$ cat config.mk
export PLATFORM = sky130hd
export DESIGN_NAME = axi4s_vid_out_lite
export DESIGN_NICKNAME = d
export VERILOG_FILES = /design/src/rtl/axi4s_vid_out_lite.sv
export SDC_FILE = /design/constraint.sdc
export NUM_CORES = 1
export LEC_CHECK = 0
export CAP_MARGIN = 25
export CORE_MARGIN = 2
export CORE_UTILIZATION = 50
export DETAILED_ROUTE_END_ITERATION = 8
export PLACE_DENSITY = 0.81
export SLEW_MARGIN = 20
export SYNTH_ARGS = -nofsm -noshare
export SYNTH_HDL_FRONTEND = slang
export SYNTH_SLANG_ARGS = --single-unit
$ cat constraint.sdc
create_clock -name aclk -period 3.6 [get_ports aclk]
set_input_delay 0.9 -clock aclk [delete_from_list [all_inputs] [get_ports aclk]]
set_output_delay 0.9 -clock aclk [all_outputs]
set_load 0.02 [all_outputs]
$ cat src/rtl/axi4s_vid_out_lite.sv
// ---------------------------------------------------------------------------
// axi4s_vid_out_lite
//
// AXI4-Stream to parallel video output bridge (single clock). Incoming video
// words are buffered in a small first-word-fall-through FIFO. The buffered
// stream is locked to an external timing generator: the frame-start word
// (tuser=1) must be at the FIFO head when the timing generator starts a frame.
// Registered vid_* timing and pixel data are driven toward the display path.
//
// Ports:
//   aclk, rst, aclken         clock, async active-high reset, clock enable
//   s_axis_video_t*           AXI4-Stream video slave (tuser=SOF, tlast=EOL)
//   vtg_*                     timing generator inputs
//   vid_de/vblank/hblank/vsync/hsync
//                             vtg_* delayed one cycle
//   vid_data                  popped pixel, aligned with vid_de (0 when no pop)
//   locked                    high while locked to the timing generator
//   underflow, sync_error     one-cycle error pulses
//   fifo_level                current FIFO occupancy
// ---------------------------------------------------------------------------
module axi4s_vid_out_lite #(
  parameter int unsigned DATA_WIDTH       = 8,
  parameter int unsigned FIFO_ADDR_BITS   = 5,
  parameter int unsigned HYSTERESIS_LEVEL = 12
) (
  input  logic                    aclk,
  input  logic                    rst,
  input  logic                    aclken,
  input  logic [DATA_WIDTH-1:0]   s_axis_video_tdata,
  input  logic                    s_axis_video_tvalid,
  output logic                    s_axis_video_tready,
  input  logic                    s_axis_video_tuser,
  input  logic                    s_axis_video_tlast,
  input  logic                    vtg_active_video,
  input  logic                    vtg_vblank,
  input  logic                    vtg_hblank,
  input  logic                    vtg_vsync,
  input  logic                    vtg_hsync,
  output logic                    vid_de,
  output logic                    vid_vblank,
  output logic                    vid_hblank,
  output logic                    vid_vsync,
  output logic                    vid_hsync,
  output logic [DATA_WIDTH-1:0]   vid_data,
  output logic                    locked,
  output logic                    underflow,
  output logic                    sync_error,
  output logic [FIFO_ADDR_BITS:0] fifo_level
);

  localparam int unsigned DEPTH = 2**FIFO_ADDR_BITS;
  localparam int unsigned EW    = DATA_WIDTH + 2;

  localparam logic [FIFO_ADDR_BITS:0]   LVL_FULL = (FIFO_ADDR_BITS+1)'(DEPTH);
  localparam logic [FIFO_ADDR_BITS:0]   LVL_HYST = (FIFO_ADDR_BITS+1)'(HYSTERESIS_LEVEL);
  localparam logic [FIFO_ADDR_BITS:0]   LVL_ONE  = (FIFO_ADDR_BITS+1)'(1);
  localparam logic [FIFO_ADDR_BITS-1:0] PTR_ONE  = FIFO_ADDR_BITS'(1);

  typedef enum logic [1:0] {
    ST_UNLOCKED,
    ST_WAIT_FRAME,
    ST_LOCKED
  } state_t;

  // FIFO storage: entry = {tuser, tlast, tdata}
  logic [EW-1:0]             r_mem [DEPTH];
  logic [FIFO_ADDR_BITS-1:0] r_wr_ptr;
  logic [FIFO_ADDR_BITS-1:0] r_rd_ptr;
  logic [FIFO_ADDR_BITS:0]   r_level;

  state_t                    r_state;
  logic                      r_vblank_seen;
  logic                      r_locked;
  logic                      r_underflow;
  logic                      r_sync_error;
  logic [DATA_WIDTH-1:0]     r_vid_data;
  logic                      r_vid_de;
  logic                      r_vid_vblank;
  logic                      r_vid_hblank;
  logic                      r_vid_vsync;
  logic                      r_vid_hsync;

  logic                      w_full;
  logic                      w_empty;
  logic                      w_wr;
  logic                      w_pop;
  logic                      w_fs;
  logic                      w_level_ok;
  logic                      w_head_user;
  logic [DATA_WIDTH-1:0]     w_head_data;

  assign w_full      = (r_level == LVL_FULL);
  assign w_empty     = (r_level == '0);
  assign w_level_ok  = (r_level >= LVL_HYST);
  assign w_head_user = r_mem[r_rd_ptr][EW-1];
  assign w_head_data = r_mem[r_rd_ptr][DATA_WIDTH-1:0];

  // Reset is folded in so the master never sees tready while the FIFO is
  // being cleared.
  assign s_axis_video_tready = aclken & ~w_full & ~rst;
  assign w_wr                = s_axis_video_tvalid & s_axis_video_tready;

  // Frame start: first active pixel after a vertical blanking interval.
  assign w_fs = vtg_active_video & r_vblank_seen;

  // Pop decision per state; all pops are gated by the clock enable.
  always_comb begin
    w_pop = 1'b0;
    if (aclken) begin
      case (r_state)
        ST_UNLOCKED:   w_pop = ~w_empty & ~w_head_user;
        ST_WAIT_FRAME: w_pop = w_fs & w_level_ok;
        ST_LOCKED:     w_pop = vtg_active_video & ~w_empty;
        default:       w_pop = 1'b0;
      endcase
    end
  end

  // FIFO storage write (no reset needed: occupancy is tracked by r_level).
  always_ff @(posedge aclk) begin
    if (w_wr) begin
      r_mem[r_wr_ptr] <= {s_axis_video_tuser, s_axis_video_tlast, s_axis_video_tdata};
    end
  end

  // FIFO pointers and occupancy; pointers wrap naturally at the power-of-2 depth.
  always_ff @(posedge aclk or posedge rst) begin
    if (rst) begin
      r_wr_ptr <= '0;
      r_rd_ptr <= '0;
      r_level  <= '0;
    end else begin
      if (w_wr) begin
        r_wr_ptr <= r_wr_ptr + PTR_ONE;
      end
      if (w_pop) begin
        r_rd_ptr <= r_rd_ptr + PTR_ONE;
      end
      case ({w_wr, w_pop})
        2'b10:   r_level <= r_level + LVL_ONE;
        2'b01:   r_level <= r_level - LVL_ONE;
        default: r_level <= r_level;
      endcase
    end
  end

  // Timing passthrough and frame-start tracking, independent of lock state.
  always_ff @(posedge aclk or posedge rst) begin
    if (rst) begin
      r_vid_de      <= 1'b0;
      r_vid_vblank  <= 1'b0;
      r_vid_hblank  <= 1'b0;
      r_vid_vsync   <= 1'b0;
      r_vid_hsync   <= 1'b0;
      r_vblank_seen <= 1'b0;
    end else if (aclken) begin
      r_vid_de     <= vtg_active_video;
      r_vid_vblank <= vtg_vblank;
      r_vid_hblank <= vtg_hblank;
      r_vid_vsync  <= vtg_vsync;
      r_vid_hsync  <= vtg_hsync;
      if (vtg_active_video) begin
        r_vblank_seen <= 1'b0;
      end else if (vtg_vblank) begin
        r_vblank_seen <= 1'b1;
      end
    end
  end

  // Lock FSM with registered pixel and status outputs. Error pulses are
  // cleared while aclken is low so that each pulse lasts exactly one clock;
  // every other output register holds.
  always_ff @(posedge aclk or posedge rst) begin
    if (rst) begin
      r_state      <= ST_UNLOCKED;
      r_locked     <= 1'b0;
      r_underflow  <= 1'b0;
      r_sync_error <= 1'b0;
      r_vid_data   <= '0;
    end else if (!aclken) begin
      r_underflow  <= 1'b0;
      r_sync_error <= 1'b0;
    end else begin
      r_underflow  <= 1'b0;
      r_sync_error <= 1'b0;
      r_vid_data   <= '0;
      case (r_state)
        ST_UNLOCKED: begin
          // Garbage ahead of a frame start is discarded by w_pop.
          if (!w_empty && w_head_user) begin
            r_state <= ST_WAIT_FRAME;
          end
        end
        ST_WAIT_FRAME: begin
          if (w_pop) begin
            r_vid_data <= w_head_data;
            r_state    <= ST_LOCKED;
            r_locked   <= 1'b1;
          end
        end
        ST_LOCKED: begin
          if (vtg_active_video) begin
            if (w_empty) begin
              // Underflow wins over any frame-start mismatch.
              r_underflow <= 1'b1;
              r_state     <= ST_UNLOCKED;
              r_locked    <= 1'b0;
            end else begin
              r_vid_data <= w_head_data;
              if (w_head_user != w_fs) begin
                r_sync_error <= 1'b1;
                r_state      <= ST_UNLOCKED;
                r_locked     <= 1'b0;
              end
            end
          end
        end
        default: begin
          r_state  <= ST_UNLOCKED;
          r_locked <= 1'b0;
        end
      endcase
    end
  end

  assign vid_de     = r_vid_de;
  assign vid_vblank = r_vid_vblank;
  assign vid_hblank = r_vid_hblank;
  assign vid_vsync  = r_vid_vsync;
  assign vid_hsync  = r_vid_hsync;
  assign vid_data   = r_vid_data;
  assign locked     = r_locked;
  assign underflow  = r_underflow;
  assign sync_error = r_sync_error;
  assign fifo_level = r_level;

endmodule

## Word-level counts from Yosys, hierarchy flattened

Memory sizes are Yosys's and may differ from the RTL's.
Index checks and enable logic that the tools add are counted.

- Add/sub/neg operators: 4
- Order comparisons: 1
- Eq/ne operators: 10
- Mux-type cells: 31
- Bitwise logic cells: 12
- Reduce and logical (&&, ||, !) cells: 9

Operators by type and width:

| kind | count |
|---|---|
| $mux 8 | 3 |
| $mux 1 | 18 |
| $pmux 8 s2 | 1 |
| $pmux 6 s2 | 1 |
| $add 5x1->5 const B | 2 |
| $mux 2 | 5 |
| $reduce_and 5->1 | 2 |
| $and 1x1->1 | 7 |
| $add 6x1->6 const B | 1 |
| $eq 6x6->1 const B | 1 |
| $ge 6x4->1 const B | 1 |
| $logic_not 6->1 | 1 |
| $ne 2x2->1 const B | 3 |
| $pmux 1 s3 | 2 |
| $pmux 2 s3 | 1 |
| $sub 6x1->6 const B | 1 |
| $not 1->1 | 5 |
| $eq 2x1->1 const B | 2 |
| $eq 2x2->1 const B | 2 |
| $reduce_bool 2->1 | 2 |
| $ne 3x3->1 const B | 1 |
| $logic_not 2->1 | 1 |
| $reduce_and 2->1 | 1 |
| $logic_and 1x1->1 | 1 |
| other kinds (2) | 2 |

- Bits in registers: 35
- Bits in writable memories: 320
- Input port bits: 19
- Word-level logic and storage cells: 82
- Memories kept: 1

Memories:

| name | depth | width | rd ports | clocked after Yosys merged registers in | write ports | RTL line | source |
|---|---|---|---|---|---|---|---|
| r_mem | 32 | 10 | 1 | 0 | 1 | 66 | `logic [EW-1:0] r_mem [DEPTH];` |

## Logic depth before layout (Yosys ltp)

- Depth after elaboration: 7
- Mapped depth: 19
- Mapped depth without buffers: 17

## Worst setup path before layout

Ideal clock, no wire load.

- Path kind: in2reg
- From: input aclken
- To: register r_level[4] (netlist: fifo_level[4])
- Library setup time: 0.123 ns
- Arrival time: 3.739 ns
- Data required time: 3.477 ns
- Path slack: -0.262 ns
- Stages on the path: 15
- Path buffers: 2
- Cells stage by stage: clkinv_1 -> a211oi_1 -> and2_1 -> clkbuf_1 -> inv_1 -> ha_1 -> buf_1 -> xor2_1 -> ha_1 -> a21o_1 -> nand2_1 -> a21oi_1 -> a211oi_1 -> nor2_1 -> xnor2_1

- Longest elaborated chain between the ends: 5

RTL lines:

| item | RTL line | source |
|---|---|---|
| start, declared | 28 | `input logic aclken,` |
| $and 1x1->1 * (2 in a row) | 100 | `assign s_axis_video_tready = aclken & ~w_full & ~rst;` |
| named net s_axis_video_tready | 31 | `output logic s_axis_video_tready,` |
| $and 1x1->1 * | 101 | `assign w_wr = s_axis_video_tvalid & s_axis_video_tready;` |
| $eq 2x1->1 or $eq 2x2->1 (tied branches) | 139 | `case ({w_wr, w_pop})` |
| $pmux 6 s2 or $reduce_bool 2->1 (tied branches) | -- |  |
| end signal, assigned | 140 | `2'b10: r_level <= r_level + LVL_ONE;` |
| end signal, assigned | 141 | `2'b01: r_level <= r_level - LVL_ONE;` |
| end signal, assigned | 142 | `default: r_level <= r_level;` |
| end, declared | 69 | `logic [FIFO_ADDR_BITS:0] r_level;` |

Mark *: on every way through the listed nets, which the timed path passes. The rest lies on a longest branch.
A chain may end at the register's enable or synchronous reset.

## Final worst setup path

- From: register r_rd_ptr[2]
- To: register r_level[5] (netlist: fifo_level[5])

- Longest elaborated chain between the ends: 7

RTL lines:

| item | RTL line | source |
|---|---|---|
| start, declared | 68 | `logic [FIFO_ADDR_BITS-1:0] r_rd_ptr;` |
| start signal, assigned | 137 | `r_rd_ptr <= r_rd_ptr + PTR_ONE;` |
| $mem_v2 32x10 * | -- |  |
| $not 1->1 * | 111 | `ST_UNLOCKED: w_pop = ~w_empty & ~w_head_user;` |
| $and 1x1->1 * | 111 |  |
| $pmux 1 s3 * | 110 | `case (r_state)` |
| $mux 1 * | 109 | `if (aclken) begin` |
| $eq 2x1->1 or $eq 2x2->1 (tied branches) | 139 |  |
| $pmux 6 s2 or $reduce_bool 2->1 (tied branches) | -- |  |

Mark *: on every way between the ends. The rest lies on a longest branch, timed or not.

==> run metrics <==
CTS clk-pin slew, worst paths 70 ps; Area Overhead vs Synth 17.09%; slowest stage delay, CP 590 ps; Syn Area/Cell 19.98 µm²; CTS tree yes; Post-synth ARST share 10.84%; r2r setup slk 190 ps; largest net degree at the start of global routing 34; Int Pwr 7773 µW; FP Rows 58; top_reg_cell synth edfxtp_1; share of layout cells above drive strength 1 28.11%; mux cell area share after synthesis 16.51%; FILL cells 1672; worst hold start vid_hsync$_DFFE_PP0P_; GRT met3 Usage 2.298%; Worst Hold End vid_hsync$_DFFE_PP0P_; Non-Filler Instances 1109; Synthesized Nets 681; initial detailed-routing violation count 1096; Top Ports 42; CP max-delay cell dfrtp_4; dpl ws 29.59 ps; Static Leak 0.005141 µW; Max Slew Vio Count 0; Die Y 165.2 µm; xor/xnor share of the synthesized area 1.146%; Num CTS Buffers 30; register area share after synthesis 73.33%; max_cap viols 0; Peak VDD IR 0.4806 mV; final hold violation count 0; GRT met2 Usage 33.62%; DRC 0; wire per inst 24.68 µm; switching share of power 29.70%; Hold Crit Class reg -> reg; Clock Skew 20.08 ps; largest family of logic cells by synthesized area multiplexers; post-synthesis adder-cell area fraction 1.156%; Buf/Inv on CP 1; drt pass-1 iters 5; global-route wire length before repair 40.79 mm; Inst Count DP 1047; synth warn 0; reg2reg end fifo_level[5]$_DFFE_PP0P_; Post-DP HPWL 16.45 mm; Power Dens Cells 727.1 nW/µm²; Worst Setup End Kind register; ANT cells 0; antenna-violating nets left 0; Num Clock Sinks 323; R2R cell count 14; GRT overflow 0; flops & latches, synth 323; Die Area 27280 µm²; Mapped Area 12990 µm²; Post-Route WL 27.37 mm; Net Sw Power 3284 µW; worst setup margin 185.8 ps; Mapped Cells 650; routed vias 6806; logic gate share of total power 29.8%; Post-Synth Simple-Gate Area 3.362%; vias per inst 6.137; Die X 165.2 µm; clock latency on the worst-skew pair 560 ps; Max-slew headroom 67.94%; crit-path max FO 16; Port Buffer Count 40; utilization after layout 60.05%; routability cong. 0.8468; vias in the first global route 6685; final clock period utilization by the worst path 94.84%; critical path launch point type register; hold depth 1; Slew @ Worst Pin 479.7 ps; synth unique cells 50; met1 Usage GRT 28.50%; compound-gate portion of the synthesized area 2.668%; global routing's busiest layer met2; core area 25330 µm²; crit path DAT 3890 ps; Tmin final 3414 ps; status complete, no violations; hold-fix buffer count after cts 0; initial antenna violation count 0; RR Startpoint r_rd_ptr[2]$_DFFE_PP0N_; critical path class reg -> reg; root buf cell clkbuf_16; # setup viols final 0; WP data required 4080 ps; fmax 0.2929 GHz; Critical Path, Cell by Cell mux2i_1 -> a311oi_1 -> o311a_1 -> a21oi_1 -> and3_4 -> o31a_1 -> ha_2 -> buf_12 -> a21o_1 -> a22o_1 -> o21ai_1 -> a32oi_1 -> nor2_1 -> xor2_1; Top delay family on crit path compound AO/OA/AOI/OAI gates; clk buf depth 3; fraction of power consumed by sequential logic 41.4%; clock share of power 28.8%; Global Route Usage Sum 20.14%; number of enable flip-flop cells after synthesis 288; fin nets 786; Initial Util 51.28%; H-tree depth 1
[layout make-up]
| cell class | instances | area (µm²) | area share (%) |
|---|---|---|---|
| clock buffer | 50 | 949.7 | 6.244 |
| clock inverter | 6 | 60.06 | 0.3949 |
| inverter | 13 | 48.80 | 0.3209 |
| multi-input combinational | 281 | 3254 | 21.40 |
| sequential | 323 | 9535 | 62.70 |
| tap | 330 | 412.9 | 2.715 |
| timing repair buffer | 106 | 947.2 | 6.228 |
[cells in the final DEF, fill, tap and decap left out, types with 4 or more instances in the layout]
master,instances
o21ai_0,4
o2bb2ai_1,8
clkbuf_1,11
nand3_1,6
clkdlybuf4s50_1,40
clkbuf_8,6
inv_1,10
clkbuf_16,33
mux4_2,80
xor2_1,5
nand4_1,4
edfxtp_1,288
buf_4,60
nor2_1,47
a21oi_1,7
ha_1,10
mux2_2,10
dfrtp_1,32
a31oi_1,4
nand2_1,16
mux2i_1,20
xnor2_1,12
[synthesized netlist by cell type, types with 2 or more instances]
master	n	area, µm²
a211oi_1	3	22.52
a21o_1	2	15.01
a21oi_1	7	35.03
a221oi_1	2	17.52
a22oi_1	2	15.01
a311oi_1	2	17.52
a31oi_1	4	25.02
and2_1	2	12.51
and3_1	2	12.51
buf_1	6	22.52
buf_2	9	45.04
buf_6	5	56.30
clkbuf_1	12	45.04
dfrtp_1	35	875.8
edfxtp_1	288	8648
ha_1	12	150.1
inv_1	11	41.29
mux2_2	10	112.6
mux2_4	2	30.03
mux2i_1	20	200.2
mux4_2	80	1802
nand2_1	16	60.06
nand3_1	6	30.03
nand3b_1	2	15.01
nand4_1	4	25.02
nor2_1	47	176.4
nor2b_1	2	12.51
nor3_1	3	15.01
o211ai_2	2	25.02
o21ai_0	5	25.02
o2bb2ai_1	8	70.07
o311a_1	2	20.02
or2_2	2	12.51
or3_1	3	18.77
or3b_2	2	17.52
xnor2_1	12	105.1
xor2_1	5	43.79
[worst register-to-register path: cells and delay by family (launching register included)]
kind	cells	cell delay, ps
AOI/OAI and AO/OA	8	1770
DFF	1	590
and+or+nand+nor	2	310
adders and majority gates	1	210
muxes	1	170
xor gates and xnor gates	1	160
buffers and inverters	1	150
[state kept, by name, summed over array words and instances (netlist names), 2 cells and up]
| signal | count |
|---|---|
| r_mem | 288 |
| vid_data | 8 |
| fifo_level | 6 |
| r_rd_ptr | 5 |
| r_wr_ptr | 5 |
| r_state | 2 |
[layer usage]
layer / wire [µm] / part of all wire (%)
met1: 10710 / 39
met2: 13610 / 50
met3: 2292 / 8.4
met4: 758 / 2.8
met5: 0 / 0
[power groups by stage]
stage | clock network (µW) | logic, µW | registers, µW
after floorplan | 0 | 2350 | 4510
after global placement | 0 | 3010 | 4600
after detailed placement | 0 | 3130 | 4630
after CTS | 3190 | 3190 | 4560
after global routing | 3350 | 3490 | 4590
final | 3190 | 3300 | 4570
[worst max-delay path by stage]
| stage | from | end | slack [ps] | cells after the start |
|---|---|---|---|---|
| 6_report | r_rd_ptr[2]$_DFFE_PP0N_ | fifo_level[5]$_DFFE_PP0P_ | 190 | 14 |
| 5_1_grt | r_rd_ptr[2]$_DFFE_PP0N_ | fifo_level[5]$_DFFE_PP0P_ | -70 | 14 |
| 4_1_cts | r_rd_ptr[1]$_DFFE_PP0N_ | fifo_level[4]$_DFFE_PP0P_ | 40 | 15 |
| 3_5_place_dp | vtg_active_video | fifo_level[4]$_DFFE_PP0P_ | 30 | 15 |
| 3_3_place_gp | vtg_active_video | fifo_level[4]$_DFFE_PP0P_ | 130 | 15 |
| 2_1_floorplan | aclken | fifo_level[4]$_DFFE_PP0P_ | 30 | 15 |
[cell families (layout without fill, tap and decap cells)]
family                     count (synthesis)  count (layout)
DFF                                      323             323
muxes                                    112             112
and+or+nand+nor                           94              94
AOI/OAI and AO/OA                         46              46
buffers and inverters                     46             175
xor gates and xnor gates                  17              17
adders and majority gates                 12              12
[stage by stage]
stage,instance area (µm²),hold WS (ps),power (µW),TNS (ps)
5_1_grt,15210,530.2,11430,-116.1
4_1_cts,15110,514.5,10940,0
3_5_place_dp,14090,499.8,7752,0
3_3_place_gp,14090,491.2,7607,0
2_1_floorplan,13000,499.4,6859,0
6_report,15210,509.5,11060,0
[timing repair]
action	in CTS	in global routing
endpoints found under the setup margin	1	2
resized for setup	1	10
setup buffers	0	4
Power figures use the tool's default switching activity.
